--- config.mk ---
export PLATFORM = sky130hd
export DESIGN_NAME = obc_bitplane_serializer
export DESIGN_NICKNAME = d
export VERILOG_FILES = /design/src/rtl/obc_pkg.sv /design/src/rtl/obc_bitplane_shreg.sv /design/src/rtl/obc_bitplane_serializer.sv
export SDC_FILE = /design/constraint.sdc
export NUM_CORES = 1
export LEC_CHECK = 0
export CORE_ASPECT_RATIO = 0.5
export CORE_MARGIN = 3
export CORE_UTILIZATION = 45
export CTS_BUF_LIST = sky130_fd_sc_hd__clkbuf_16
export CTS_CLUSTER_DIAMETER = 30
export DETAILED_ROUTE_END_ITERATION = 6
export GPL_ROUTABILITY_DRIVEN = 0
export PLACE_DENSITY = 0.76
export SYNTH_ARGS = -nofsm -noshare
export SYNTH_HDL_FRONTEND = slang
export SYNTH_SLANG_ARGS = --single-unit
--- constraint.sdc ---
create_clock -name clk -period 2.7 [get_ports clk]
set_input_delay 0.54 -clock clk [delete_from_list [all_inputs] [get_ports clk]]
set_output_delay 0.54 -clock clk [all_outputs]
set_load 0.02 [all_outputs]
--- src/rtl/obc_pkg.sv ---
// Shared types and sizes for the bit-plane serializer.
// Frame geometry, plane-index width and FSM states.
package obc_pkg;

  localparam int DATA_W = 16;
  localparam int N_PTS  = 16;
  localparam int PIDX_W = (DATA_W > 1) ? $clog2(DATA_W) : 1;

  typedef enum logic {
    IDLE  = 1'b0,
    SHIFT = 1'b1
  } state_e;

endpackage

--- src/rtl/obc_bitplane_shreg.sv ---
// Frame store with parallel load and registered plane select.
// bits_o[k] is bit sel of sample k of the stored frame.
module obc_bitplane_shreg #(
  parameter int DATA_W = 16,
  parameter int N_PTS  = 16,
  parameter int PW     = 4
) (
  input  logic                      clk,
  input  logic                      rst_n,
  input  logic                      load_i,
  input  logic [N_PTS*DATA_W-1:0]   data_i,
  input  logic                      adv_i,
  input  logic [PW-1:0]             sel_i,
  output logic [N_PTS-1:0]          bits_o
);

  logic [N_PTS*DATA_W-1:0] frame_q, frame_d;
  logic [N_PTS-1:0]        bits_q, bits_d;

  function automatic logic [N_PTS-1:0] plane(
    input logic [N_PTS*DATA_W-1:0] f,
    input logic [PW-1:0]           p
  );
    logic [N_PTS-1:0]  b;
    logic [DATA_W-1:0] s;
    b = '0;
    for (int k = 0; k < N_PTS; k++) begin
      s    = f[k*DATA_W +: DATA_W];
      b[k] = s[p];
    end
    return b;
  endfunction

  // next frame and next plane slice
  always_comb begin
    frame_d = frame_q;
    bits_d  = bits_q;
    if (load_i) begin
      frame_d = data_i;
      bits_d  = plane(data_i, '0);
    end else if (adv_i) begin
      bits_d  = plane(frame_q, sel_i);
    end
  end

  // frame and slice registers
  always_ff @(posedge clk) begin
    if (!rst_n) begin
      frame_q <= '0;
      bits_q  <= '0;
    end else begin
      frame_q <= frame_d;
      bits_q  <= bits_d;
    end
  end

  assign bits_o = bits_q;

endmodule

--- src/rtl/obc_bitplane_serializer.sv ---
// Emits a captured frame one bit-plane per handshake, LSB first.
// Final-slice handshake may capture the next frame directly.
module obc_bitplane_serializer #(
  parameter int DATA_W = obc_pkg::DATA_W,
  parameter int N_PTS  = obc_pkg::N_PTS,
  localparam int PW    = (DATA_W > 1) ? $clog2(DATA_W) : 1
) (
  input  logic                    clk,
  input  logic                    rst_n,
  input  logic                    in_valid,
  output logic                    in_ready,
  input  logic [N_PTS*DATA_W-1:0] in_data,
  output logic                    slice_valid,
  input  logic                    slice_ready,
  output logic [N_PTS-1:0]        out_bits,
  output logic                    m,
  output logic                    slice_last,
  output logic [PW-1:0]           plane_idx
);

  import obc_pkg::*;

  localparam logic [PW-1:0] P_LAST = PW'(DATA_W - 1);

  state_e        state_q;
  logic [PW-1:0] p_q, p_d;
  logic          m_q, last_q;
  logic          p_last, hs, cap, adv, nlast;

  // handshakes and next plane index
  always_comb begin
    p_last   = (p_q == P_LAST);
    hs       = (state_q == SHIFT) && slice_ready;
    in_ready = (state_q == IDLE) || (p_last && hs);
    cap      = in_valid && in_ready;
    adv      = hs && !p_last;
    p_d      = p_q;
    if (cap)
      p_d = '0;
    else if (adv)
      p_d = p_q + 1'b1;
    nlast    = (p_d == P_LAST);
  end

  // control FSM with registered slice flags
  always_ff @(posedge clk) begin
    if (!rst_n) begin
      state_q <= IDLE;
      p_q     <= '0;
      m_q     <= 1'b0;
      last_q  <= 1'b0;
    end else if (cap || adv) begin
      state_q <= SHIFT;
      p_q     <= p_d;
      m_q     <= nlast;
      last_q  <= nlast;
    end else if (hs) begin
      state_q <= IDLE;
      p_q     <= '0;
      m_q     <= 1'b0;
      last_q  <= 1'b0;
    end
  end

  obc_bitplane_shreg #(
    .DATA_W (DATA_W),
    .N_PTS  (N_PTS),
    .PW     (PW)
  ) u_shreg (
    .clk    (clk),
    .rst_n  (rst_n),
    .load_i (cap),
    .data_i (in_data),
    .adv_i  (adv),
    .sel_i  (p_d),
    .bits_o (out_bits)
  );

  assign slice_valid = (state_q == SHIFT);
  assign m           = m_q;
  assign slice_last  = last_q;
  assign plane_idx   = p_q;

endmodule

Yosys cells after proc, flatten, opt, wreduce, memory -nomap -nowiden
Cells that the tools add are included.

word-level totals
  register bits after elaboration = 278
  bits in latches = 0
  memory bits (writable) = 0
  bits in read-only memories = 0
  input bits = 260
  output and inout port bits = 24
  word-level logic and storage cells = 60
  memories = 0

operators by class
  add/subtract/negate cells = 1
  $mul = 0
  divide/modulo/power cells = 0
  $lt $le $gt $ge = 1
  eq/ne operators = 2
  shift-type cells = 0
  multiplexer cells = 41
  bitwise operators = 1
  reductions and logical operators = 9

operators by type and width
  operator                                                    number
  binary-select mux 1 bit (select 4 bit)                      16
  two-way mux 16 bit                                          2
  two-way mux 1 bit                                           19
  two-way mux 4 bit                                           4
  equality test 4 bit, second input constant                  2
  less-than comparator 4 x 5 -> 1 bit, second input constant  1
  adder 4 x 1 -> 4 bit, second input constant                 1
  logical AND 1 bit                                           4
  nonzero test 2 bit                                          2
  logical OR 1 bit                                            2
  logical NOT 1 bit                                           1
  NOT 1 bit                                                   1

Depth between registers and ports, before layout
  depth after elaboration = 9
  depth in mapped cells = 13
  mapped depth without buffers = 8

By module
Synthesis repeated with hierarchy kept, for this count alone.

unflattened totals
  cells, all modules = 1,065
  area, all modules = 12,603.3 µm²

modules (own cells, without submodules)
  module                   times used  cells an instance  area each (µm²)  sequential area each (µm²)
  obc_bitplane_shreg       1           1,020              12,221.7         5,445.2
  obc_bitplane_serializer  1           45                 381.6            120.1

Worst setup path before layout
OpenSTA, ideal clock, no wires.

  path type = register to register
  start = reg p_q[0] (netlist: plane_idx[0])
  end = reg u_shreg.bits_q[11] (netlist: u_shreg.bits_o[11])
  setup time = 0.124 ns
  arrival = 2.480 ns
  data required time = 2.576 ns
  setup slack = 0.096 ns
  cell stages (with the launch flop) = 12
  buffers on the path = 4
  period minus slack after synthesis = 2.604 ns
  cell sequence = dfxtp_1 ha_1 and3_1 buf_6 o211a_1 buf_6 nor2_8 buf_4 buf_6 nand3_1 a31o_1 a2111o_1

between the ends
  longest elaborated chain between the ends = 9
  elaborated cells between the ends (all ways) = 14
  those cells by class = add/sub (1); eq/ne (1); mux (6); reduce/logical (6)

RTL lines
  what                                                                          line                           RTL
  start, declared                                                               obc_bitplane_serializer.sv:26  logic [PW-1:0] p_q, p_d;
  start signal, assigned                                                        obc_bitplane_serializer.sv:54  p_q <= p_d;
  parallel branches: the longest is 9 deep, another holds adder 4 x 1 -> 4 bit  -
  end signal, assigned                                                          obc_bitplane_shreg.sv:53       bits_q <= bits_d;
  end, declared                                                                 obc_bitplane_shreg.sv:18       logic [N_PTS-1:0] bits_q, bits_d;

Parallel ways; which one is timed is not known. The select of a mux whose other input is x is not followed.
A chain may end at the register's enable or synchronous reset.

Worst setup path in the final report
Same ends and word-level chain as after synthesis.

==> results.cfg <==
[synthesis]
synth.yosys.warnings = 0
netlist.area_leader.share_pct = 45.92
post_synth_instance_area_sq_um = 12120
netlist_instances = 1644
synth.area.top_cells = sky130_fd_sc_hd__dfxtp_1 46%, sky130_fd_sc_hd__nand2_1 20%, sky130_fd_sc_hd__a21oi_1 12%, sky130_fd_sc_hd__clkbuf_1 2.2%, sky130_fd_sc_hd__buf_2 2.1%
async_reset_ff_share_pct = 0
postSynthAreaPerCell_sq_um = 7.372
library_cells_used_by_synthesis = 56
synth_ff_type = sky130_fd_sc_hd__dfxtp_1
synth_sequential_area_ratio_pct = 45.92
yosys_register_bits = 278
synth_enable_flop_cells = 0
synth.net_count = 1905
synth_top_area_cell = sky130_fd_sc_hd__dfxtp_1

[setup_path]
r2r.worst_path.cells = 10
timing.critical_path.max_delay_family = simple AND/OR/NAND/NOR gates
cpMostUsedCell = sky130_fd_sc_hd__nand3_1
cp_slowest_cell = sky130_fd_sc_hd__a2111o_1
worstPathArrival_ns = 3.00
rr_startpoint = plane_idx[0]
critical_path_class = reg -> reg
timing.critical_path.fanout_max = 23
crit_path_cell_trace = ha_1 > buf_4 > nand3_1 > nand4_1 > and2_2 > buf_12 > nand2_1 > nand3_1 > a31o_1 > a2111o_1
setup.worst_path.start_class = flip-flop
worstPathRequired_ns = 3.08
wp_buf_inv = 2
ff2ff_setup_slack_ns = 0.08
critical_path.reg2reg.endpoint = u_shreg.bits_o[11]
setup_crit_end_kind = flip-flop
timing.critical_path.slowest_cell_delay_ns = 0.42

[global_route]
via_count_of_the_first_global_routing_pass = 11990
track_usage_pct = 27.12
initial_antenna_violation_count = 0
largest_net_degree_at_the_start_of_global_routing = 69
globalRoute.totalOverflow = 0
grt_first_pass_wirelength_um = 63070

[detailed_routing]
met2WireLength_um = 19190
drt_pass1_iterations = 5
top_layer_used = met4
met3WireLength_um = 2921
detailed_route_wire_length_per_cell_um = 17.53
vias = 12820
route.detailed.vias_per_inst = 5.501
met1_length_um = 17700
drt_wl_total_um = 40850
ant_nets = 0
detail_route.drc_violations = 0
drt-initial-drc-count = 1137

[clocking]
tritoncts_clock_tree = done
worst_setup_hold_path_clk_slew_ns = 0.06
worst_skew_pair.late_latency_ns = 0.51
clock-root-buffer = sky130_fd_sc_hd__clkbuf_16
cts_num_sinks = 278
ctsLongestPathBuffers = 3
post_cts_hold_buffer_count = 0
ctsHtreeMaxLevel = 2
cts_buffers = 34

[placement]
numPortBuffers = 283
dp.final_hpwl_um = 29630

[sta]
max_slew_margin_pct = 29.98
timing.clock.skew_ns = 0.01503
grt_setup_unrepaired = false
tightest_slew_ns = 1.046
report.final.slew_viol_count = 0
fmaxAchievable_mhz = 381.4
finalSetupViolCount = 0
timing.final.crit_period_ns = 2.622
min_period_over_period_pct = 97.10
hold_viol = 0

[die]
floorplan.initialDensity_pct = 46.88
core_area_sq_um = 25850
boundaryPins = 284
dieArea_sq_um = 29060
die_h_um = 122.1
die-width_um = 238.1
std_cell_rows = 41

[final_layout]
multiInputGateArea_sq_um = 5986
finish.utilization_pct = 66.29
post_route_cells_drive_above_1_share_pct = 10.67
fin_nets = 2222
n_fill_cell = 2272
syn_to_final_growth_pct = 41.41
layout.cells.most_common = sky130_fd_sc_hd__nand2_1
area.sequential_sq_um = 5565
mostFrequentLayoutCells = 649 x sky130_fd_sc_hd__nand2_1, 282 x sky130_fd_sc_hd__clkdlybuf4s50_1, 279 x sky130_fd_sc_hd__a21oi_1
antennaDiodeCount = 0

[run]
total_of_max_cap_violations = 0

[status]
outcome = complete, no violations

[min_path]
worstHoldEndpoint = u_shreg.frame_q[96]
min-delay-start = u_shreg.frame_q[96]
hold_path.class = reg -> reg
hold_depth = 2

[pwr]
power.density_nw_per_um2 = 615.7
report.power.total_mw = 10.55
leakagePower_nw = 6.498
peak_supply_drop_v = 0.0003524
-- flip-flops by register name (all words and copies together) (netlist names) --
register         count
u_shreg.frame_q    256
slice_last           1
slice_valid          1
plane_idx            4
u_shreg.bits_o      16
-- kinds of logic (layout without fill, tap and decap cells) --
family	after synthesis	after routing	share of synthesized area, %
AO/OA/AOI/OAI	430	430	20.58
adder cells (fa/ha/maj)	1	1	0.1032
buffers and inverters	134	476	4.945
flip-flops	278	278	45.92
multiplexers	29	29	2.581
AND/OR/NAND/NOR	772	772	25.87
-- metrics by stage --
step / setup WS (ns) / TNS [ns] / instance area (sq um) / hold slack, ns / cells
after floorplan: 0.09574 / 0 / 12120 / 0.4319 / 1644
after global placement: -0.2001 / -2.425 / 16000 / 0.4387 / 2268
after detailed placement: -0.2691 / -3.208 / 16000 / 0.4444 / 2268
after CTS: 0.08718 / 0 / 17130 / 0.4525 / 2329
after global routing: 0.001063 / 0 / 17140 / 0.4721 / 2330
final: 0.07832 / 0 / 17140 / 0.4501 / 2330
-- per-layer routing --
metal,up-vias,track usage [%]
met5,-,0
li1,6209,-
met1,6072,35.82
met4,0,7.541
met3,73,5.655
met2,464,45.45
-- worst max path at each step --
stage | depth (start not counted) | start | end | slack [ns]
4_1_cts | 10 | plane_idx[0] | u_shreg.bits_o[11] | 0.09
2_1_floorplan | 11 | plane_idx[0] | u_shreg.bits_o[11] | 0.1
6_report | 10 | plane_idx[0] | u_shreg.bits_o[11] | 0.08
3_3_place_gp | 7 | slice_ready | u_shreg.bits_o[14] | -0.20
5_1_grt | 10 | plane_idx[0] | u_shreg.bits_o[7] | 0.001
3_5_place_dp | 7 | slice_ready | u_shreg.bits_o[14] | -0.27
-- area by class of cell --
type | count | area share, %
well taps | 344 | 2.511
clock buffers | 37 | 5.402
inverters | 1 | 0.06570
multi-input cells | 1232 | 34.92
clock inverters | 24 | 1.197
repair buffers | 414 | 23.43
flip-flops and latches | 278 | 32.47
-- worst reg2reg max path: cells and delay by family (launching register included) --
kind	cells	cell delay, ns
compound gates	2	0.65
flops	1	0.33
simple gates	5	0.94
buf+inv	2	0.35
fa+ha+maj	1	0.24
-- cells in the mapped netlist (all sizes together) (3+ instances only) --
| cell type | n |
|---|---|
| o21ai | 29 |
| nand4 | 3 |
| a221oi | 3 |
| a311oi | 8 |
| nor3 | 12 |
| o22ai | 21 |
| a21oi | 279 |
| mux2 | 8 |
| nand2 | 650 |
| o31a | 3 |
| clkbuf | 71 |
| a32oi | 4 |
| and2 | 6 |
| buf | 62 |
| or3 | 7 |
| and3 | 20 |
| o2111a | 3 |
| nor2b | 4 |
| a22oi | 6 |
| dfxtp | 278 |
| o211ai | 3 |
| nor3b | 3 |
| a21boi | 8 |
| nor2 | 18 |
| a211oi | 21 |
| mux2i | 20 |
| nand3 | 41 |
| o221ai | 5 |
| a31oi | 23 |
-- timing repair --
item                       in CTS  in global routing
buffers inserted                0                  1
pin swaps                       0                  3
setup endpoints to repair       1                  8
resized for setup               1                  2
-- power by group --
part | internal (mW) | total (mW) | leakage, nW | switching, mW
sequential | 4.34 | 4.47 | 2.28 | 0.135
clock | 2.71 | 4.56 | 0.553 | 1.86
combinational | 0.756 | 1.51 | 3.66 | 0.758
total | 7.80 | 10.6 | 6.50 | 2.75
Note: power is estimated with default switching activity, not from simulation.
